===== config.mk =====
export PLATFORM = sky130hd
export DESIGN_NAME = dl_rr_arbiter_4p_flat
export DESIGN_NICKNAME = d
export VERILOG_FILES = /design/src/rtl/dl_rr_arbiter_4p_pkg.sv /design/src/rtl/dl_rr_arbiter_4p_if.sv /design/src/rtl/dl_rr_arbiter_4p_pri_enc.sv /design/src/rtl/dl_rr_arbiter_4p.sv /design/src/flat_wrapper.sv
export SDC_FILE = /design/constraint.sdc
export NUM_CORES = 1
export LEC_CHECK = 0
export BUFFER_PORTS_ARGS = -buffer_cell sky130_fd_sc_hd__buf_2
export CORE_MARGIN = 4
export CORE_UTILIZATION = 34
export CTS_BUF_LIST = sky130_fd_sc_hd__clkbuf_4
export CTS_CLUSTER_SIZE = 8
export DETAILED_ROUTE_END_ITERATION = 10
export HOLD_SLACK_MARGIN = 0.02
export MAX_ROUTING_LAYER = met4
export PLACE_DENSITY = 0.52
export SLEW_MARGIN = 20
export SYNTH_ARGS = -nofsm -noshare
export SYNTH_HDL_FRONTEND = slang
export SYNTH_SLANG_ARGS = --single-unit

===== constraint.sdc =====
create_clock -name clk -period 3.7 [get_ports clk]
set_input_delay 0.74 -clock clk [delete_from_list [all_inputs] [get_ports clk]]
set_output_delay 0.74 -clock clk [all_outputs]
set_load 0.005 [all_outputs]

===== src/rtl/dl_rr_arbiter_4p_pkg.sv =====
// Shared types, widths and small helpers for the 4-port round-robin arbiter.
// Optional hold-limit feature is enabled by defining DL_RR_ARB_HOLD_LIMIT_EN.
package dl_arb_pkg;

  localparam int NUM_REQ = 4;
  localparam int ID_W    = 2;

  typedef enum logic {
    ARB_IDLE  = 1'b0,
    ARB_GRANT = 1'b1
  } arb_state_e;

  // One-hot decode of a requester index.
  function automatic logic [NUM_REQ-1:0] id_to_onehot(input logic [ID_W-1:0] id);
    logic [NUM_REQ-1:0] oh;
    oh     = {NUM_REQ{1'b0}};
    oh[id] = 1'b1;
    return oh;
  endfunction

  // Rotate the request vector so requester (base_id+1)%4 lands on bit 3
  // and base_id itself lands on bit 0 (lowest priority).
  // Bit k therefore carries req[(base_id - k) mod 4].
  function automatic logic [NUM_REQ-1:0] rotate_req(input logic [NUM_REQ-1:0] req,
                                                    input logic [ID_W-1:0]    base_id);
    logic [NUM_REQ-1:0] rot;
    logic [ID_W-1:0]    idx;
    rot = {NUM_REQ{1'b0}};
    for (int k = 0; k < NUM_REQ; k++) begin
      idx    = base_id - ID_W'(k);
      rot[k] = req[idx];
    end
    return rot;
  endfunction

endpackage


===== src/rtl/dl_rr_arbiter_4p_if.sv =====
// Request/grant bundle between the requesters and the round-robin arbiter.
// master = requester side, slave = arbiter side.
interface dl_rr_arbiter_4p_if;
  import dl_arb_pkg::*;

  logic [NUM_REQ-1:0] req;
  logic [NUM_REQ-1:0] gnt;
  logic [ID_W-1:0]    gnt_id;
  logic               gnt_vld;
  logic               preempt;

  modport master (
    output req,
    input  gnt,
    input  gnt_id,
    input  gnt_vld,
    input  preempt
  );

  modport slave (
    input  req,
    output gnt,
    output gnt_id,
    output gnt_vld,
    output preempt
  );

endinterface


===== src/rtl/dl_rr_arbiter_4p_pri_enc.sv =====
// 4-to-2 priority encoder: the highest set bit wins (bit 3 has top priority).
// o_vld is low when no input bit is set; o_enc is 0 in that case.
module dl_pri_encoder_4p2p (
  input  logic [3:0] i_req,
  output logic [1:0] o_enc,
  output logic       o_vld
);

  logic [1:0] w_enc;

  // Resolve the highest-order asserted request bit.
  always_comb begin
    w_enc = 2'd0;
    casez (i_req)
      4'b1???: w_enc = 2'd3;
      4'b01??: w_enc = 2'd2;
      4'b001?: w_enc = 2'd1;
      4'b0001: w_enc = 2'd0;
      default: w_enc = 2'd0;
    endcase
  end

  assign o_enc = w_enc;
  assign o_vld = |i_req;

endmodule


===== src/rtl/dl_rr_arbiter_4p.sv =====
// Round-robin arbiter sharing one resource among 4 requesters.
// The grant is registered and locked to its owner until the owner drops req;
// release hands over to the next winner on the same edge (no idle bubble).
// Define DL_RR_ARB_HOLD_LIMIT_EN to bound each ownership to HOLD_MAX cycles
// while someone else is waiting; preempt then pulses with the new grant.
module dl_rr_arbiter_4p
  import dl_arb_pkg::*;
#(
  parameter int HOLD_MAX = 16
)(
  input  logic                clk,
  input  logic                rst_n,
  dl_rr_arbiter_4p_if.slave   bus
);

  // Elaboration-time guard on the hold limit range.
  if ((HOLD_MAX < 2) || (HOLD_MAX > 255)) begin : g_hold_max_range
    $error("dl_rr_arbiter_4p: HOLD_MAX must be within 2..255");
  end

  arb_state_e          r_state;
  logic [NUM_REQ-1:0]  r_gnt;
  logic [ID_W-1:0]     r_gnt_id;
  logic                r_gnt_vld;
  logic [ID_W-1:0]     r_last_id;

  logic [ID_W-1:0]     w_base_id;
  logic [NUM_REQ-1:0]  w_rot_req;
  logic [ID_W-1:0]     w_enc;
  logic                w_enc_vld;
  logic [ID_W-1:0]     w_winner;
  logic                w_owner_req;
  logic                w_other_req;
  logic                w_limit_hit;

  // While a grant is active the current owner is the rotation base, so a
  // release or a revoke puts it at lowest priority; when idle, last_id is.
  always_comb begin
    if (r_state == ARB_GRANT) begin
      w_base_id = r_gnt_id;
    end else begin
      w_base_id = r_last_id;
    end
  end

  assign w_rot_req = rotate_req(bus.req, w_base_id);

  dl_pri_encoder_4p2p u_pri_enc (
    .i_req (w_rot_req),
    .o_enc (w_enc),
    .o_vld (w_enc_vld)
  );

  // Map the encoded rotated position back to a requester index:
  // (base+1+(3-enc)) mod 4 == (base - enc) mod 4.
  assign w_winner    = w_base_id - w_enc;
  assign w_owner_req = bus.req[r_gnt_id];
  assign w_other_req = |(bus.req & ~r_gnt);

`ifdef DL_RR_ARB_HOLD_LIMIT_EN
  localparam logic [7:0] HOLD_LAST = 8'(HOLD_MAX - 1);

  logic [7:0] r_hold_cnt;
  logic       r_preempt;

  assign w_limit_hit = (r_state == ARB_GRANT) && w_owner_req && w_other_req &&
                       (r_hold_cnt == HOLD_LAST);

  // Count grant cycles of the current owner; restart on every new grant and
  // saturate at the limit when nobody else is waiting.
  always_ff @(posedge clk or negedge rst_n) begin
    if (!rst_n) begin
      r_hold_cnt <= 8'd0;
      r_preempt  <= 1'b0;
    end else begin
      r_preempt <= w_limit_hit;
      case (r_state)
        ARB_IDLE: begin
          r_hold_cnt <= 8'd0;
        end
        ARB_GRANT: begin
          if (!w_owner_req || w_limit_hit) begin
            r_hold_cnt <= 8'd0;
          end else if (r_hold_cnt != HOLD_LAST) begin
            r_hold_cnt <= r_hold_cnt + 8'd1;
          end else begin
            r_hold_cnt <= r_hold_cnt;
          end
        end
        default: begin
          r_hold_cnt <= 8'd0;
        end
      endcase
    end
  end

  assign bus.preempt = r_preempt;
`else
  assign w_limit_hit = 1'b0;
  assign bus.preempt = 1'b0;
`endif

  // Arbitration FSM: grant on request, lock to owner, hand over or go idle on release.
  always_ff @(posedge clk or negedge rst_n) begin
    if (!rst_n) begin
      r_state   <= ARB_IDLE;
      r_gnt     <= {NUM_REQ{1'b0}};
      r_gnt_id  <= {ID_W{1'b0}};
      r_gnt_vld <= 1'b0;
      r_last_id <= 2'd3;
    end else begin
      case (r_state)
        ARB_IDLE: begin
          if (w_enc_vld) begin
            r_state   <= ARB_GRANT;
            r_gnt     <= id_to_onehot(w_winner);
            r_gnt_id  <= w_winner;
            r_gnt_vld <= 1'b1;
          end else begin
            r_state   <= ARB_IDLE;
            r_gnt     <= {NUM_REQ{1'b0}};
            r_gnt_vld <= 1'b0;
          end
        end
        ARB_GRANT: begin
          if (!w_owner_req) begin
            // Owner released: its own bit is low, so any remaining request wins.
            r_last_id <= r_gnt_id;
            if (w_enc_vld) begin
              r_state   <= ARB_GRANT;
              r_gnt     <= id_to_onehot(w_winner);
              r_gnt_id  <= w_winner;
              r_gnt_vld <= 1'b1;
            end else begin
              r_state   <= ARB_IDLE;
              r_gnt     <= {NUM_REQ{1'b0}};
              r_gnt_vld <= 1'b0;
            end
          end else if (w_limit_hit) begin
            // Revoke: owner still requests but sits at bit 0, so another requester wins.
            r_last_id <= r_gnt_id;
            r_state   <= ARB_GRANT;
            r_gnt     <= id_to_onehot(w_winner);
            r_gnt_id  <= w_winner;
            r_gnt_vld <= 1'b1;
          end else begin
            r_state   <= ARB_GRANT;
            r_gnt     <= r_gnt;
            r_gnt_id  <= r_gnt_id;
            r_gnt_vld <= r_gnt_vld;
          end
        end
        default: begin
          r_state   <= ARB_IDLE;
          r_gnt     <= {NUM_REQ{1'b0}};
          r_gnt_id  <= {ID_W{1'b0}};
          r_gnt_vld <= 1'b0;
        end
      endcase
    end
  end

  assign bus.gnt     = r_gnt;
  assign bus.gnt_id  = r_gnt_id;
  assign bus.gnt_vld = r_gnt_vld;

endmodule


===== src/flat_wrapper.sv =====
// flat-port wrapper written by rule: the top's interface ports become plain ports
module dl_rr_arbiter_4p_flat import dl_arb_pkg::*;
#(
  parameter int HOLD_MAX = 16
)
  (clk, rst_n, bus_req, bus_gnt, bus_gnt_id, bus_gnt_vld, bus_preempt);
  dl_rr_arbiter_4p_if bus_i ();
  input  logic clk;
  input  logic rst_n;
  input wire logic [$bits(bus_i.req)-1:0] bus_req;
  output wire logic [$bits(bus_i.gnt)-1:0] bus_gnt;
  output wire logic [$bits(bus_i.gnt_id)-1:0] bus_gnt_id;
  output wire logic [$bits(bus_i.gnt_vld)-1:0] bus_gnt_vld;
  output wire logic [$bits(bus_i.preempt)-1:0] bus_preempt;
  assign bus_i.req = bus_req;
  assign bus_gnt = bus_i.gnt;
  assign bus_gnt_id = bus_i.gnt_id;
  assign bus_gnt_vld = bus_i.gnt_vld;
  assign bus_preempt = bus_i.preempt;
  dl_rr_arbiter_4p #(.HOLD_MAX(HOLD_MAX)) u_core (.clk(clk), .rst_n(rst_n), .bus(bus_i));
endmodule

==> impl_metrics.py <==
metrics = {
    "outcome": {
        "status": "completed",
    },
    "placement": {
        "post-dp-hpwl_um": 849,
        "routabilityCongestion": 0.727,
        "port-buffer-count": 12,
        "dp_slack_ps": 1560,
    },
    "global_routing": {
        "grt_most_used_layer": "met1",
        "grt_usage_pct": 11.0,
        "antenna_found_initial": 0,
        "grt_use_met2_pct": 13.9,
        "met3_usage_pct": 5.72,
        "grt_max_degree": 11,
        "grt_use_met1_pct": 15.8,
        "overflow": 0,
        "grt_pass1_vias": 433,
        "grt_pass1_wl_um": 2030,
    },
    "synth": {
        "synth_cell_types": 31,
        "ys_seq_elements": 10,
        "ys_seq_area_share_pct": 42.3,
        "synth-async-reset-ratio_pct": 100,
        "synth_edf_count": 0,
        "syn_avg_cell_area_um2": 11.1,
        "ys_warn_count": 0,
        "synth_area_um2": 598,
        "syn_nets": 61,
        "synthCells": 54,
        "synthFlopType": "dfrtp_1",
    },
    "worst_setup_path": {
        "cp_cell_sequence": "mux2i_1 > a21boi_0 > o211ai_1 > o31ai_1 > ha_1 > xor2_2 > o21ai_0",
        "cp_top_family": "compound AO/OA/AOI/OAI gates",
        "r2r-start": "u_core.r_state",
        "startpoint_type": "flop",
        "cp_max_fo": 5,
        "ff2ff_setup_slack_ps": 1620,
        "ff2ff_path_depth": 7,
        "cp.arrival_ps": 2210,
        "slowest_stage": "dfrtp_1",
        "worstPathRequired_ps": 3830,
        "path_class": "flop to flop",
        "crit_path_end_kind": "flop",
        "critical_path_buf_inv_count": 0,
        "r2r-end": "u_core.bus.gnt_id[1]",
        "cp_slowest_stage_delay_ps": 450,
    },
    "sta": {
        "setup_ws_ps": 1620,
        "finalHoldViolCount": 0,
        "whs_ps": 324,
        "fmax_mhz": 480,
        "drv_slew": 0,
        "max_slew.worst_pin.slew_ps": 509,
        "slew_headroom_pct": 65.1,
        "rsz0062_at_grt": "false",
        "fin_worst_skew_ps": 0.515,
        "setup_viol": 0,
        "period_share_pct": 56.3,
        "min_period_ps": 2080,
        "tns_ps": 0,
    },
    "drt": {
        "first_pass_iters": 4,
        "drc_errors": 0,
        "totalWireLength_um": 1130,
        "drtAntennaViolNets": 0,
        "drtIter0Drc": 4,
        "vias_per_cell": 5.13,
        "wire_per_inst_um": 13.4,
        "via_count": 431,
    },
    "die": {
        "die_area_mm2": 0.00249,
        "dieWidth_um": 49.9,
        "io_pins": 14,
        "start_util_pct": 37.9,
        "core-area_mm2": 0.00158,
        "rows": 14,
        "die_h_um": 49.9,
    },
    "clock_network": {
        "cts_root_buffer": "clkbuf_4",
        "clock_sinks": 10,
        "clk_pin_slew_ps": 60,
        "clk_latency_ps": 260,
        "htree_levels": 1,
        "cts_hold_buf": 0,
        "cts_resized": 0,
        "cts_buffers": 3,
        "cts_tree": "done",
        "clk_path_buf_depth": 2,
        "postCtsSetupBuffers": 0,
    },
    "finish": {
        "antennaDiodeCount": 0,
        "final_common_cell": "buf_2",
        "nFillCells": 161,
        "multiInputGateArea_um2": 315,
        "final_cell_mix": "buf_2 (12), dfrtp_1 (8), nand2_1 (5)",
        "ff_latch_area_um2": 253,
        "drive_above_1_share_pct": 42.6,
        "fin_nets": 76,
        "area_growth_pct": 14.6,
    },
    "min_path": {
        "hold_class": "input port to async pin",
    },
    "pwr": {
        "power_density_mw_per_mm2": 839,
        "power.leakage_uw": 0.000331,
        "peakVddDrop_mv": 0.405,
    },
    "flow_run": {
        "maxCapViolCount": 0,
    },
}
## state kept, by name, indices dropped and copies added, names as in the netlist
name / flops
u_core.bus.gnt_vld: 1
u_core.bus.gnt_id: 2
u_core.bus.gnt: 4
u_core.r_state: 1
u_core.r_last_id: 2
## through the flow
stage               power, uW  area (um^2)  util [%]  instances
finish                    575          686      43.5         84
global route              634          686      43.5         84
CTS                       583          686      43.5         84
detailed placement        503          659      41.8         80
global placement          504          659      41.8         80
floorplan                 435          598         -         54
## Yosys cell counts (all sizes together) (2+ instances only)
cell type  count  share of area [%]
o31ai          3                4.6
inv            3                1.9
mux2           3                5.6
a21oi          3                2.5
a22o           2                2.9
dfstp          2                8.8
dfrtp          8                 33
nor2           2                1.7
or2            3                3.6
buf            2                3.1
mux2i          3                5.0
nand2          5                3.1
## cell type report
cell class / instances / share of cell area, %
repair buffers: 12 / 8.76
clock inverters: 1 / 0.547
multi-input cells: 39 / 46.0
inverters: 3 / 1.64
well taps: 16 / 2.92
clock buffers: 3 / 3.28
flip-flops and latches: 10 / 36.9
## where the power goes
part,switching [uW],total (uW),internal (uW)
registers,33.1,193,160
clock network,36.8,75.8,38.9
logic,157,306,149
## per-layer routing
layer  vias up  share of wire (%)
met5         -                  0
met4         0               0.80
met3         2                5.3
met1       198                 55
li1        220                  -
met2        11                 39
## cells by family after synthesis
| family | Yosys count | share of synthesized area (%) |
|---|---|---|
| mux | 7 | 14.4 |
| flops | 10 | 42.3 |
| compound gates | 14 | 18.6 |
| xor+xnor | 1 | 2.72 |
| buf+inv | 5 | 5.02 |
| simple gates | 15 | 14.2 |
| fa+ha+maj | 1 | 2.09 |
| other cells | 1 | 0.627 |
## worst max-delay path by stage
stage | startpoint | to | slack (ps) | depth (start not counted)
finish | u_core.r_state | u_core.bus.gnt_id[1] | 1620 | 7
global route | u_core.r_state | u_core.bus.gnt_id[1] | 1340 | 7
CTS | u_core.r_state | u_core.bus.gnt_id[1] | 1600 | 7
detailed placement | bus_req[3] | u_core.bus.gnt[3] | 1560 | 5
floorplan | bus_req[3] | u_core.bus.gnt_id[0] | 1690 | 5
global placement | bus_req[3] | u_core.bus.gnt_id[1] | 1530 | 6
Note: power is estimated with default switching activity, not from simulation.
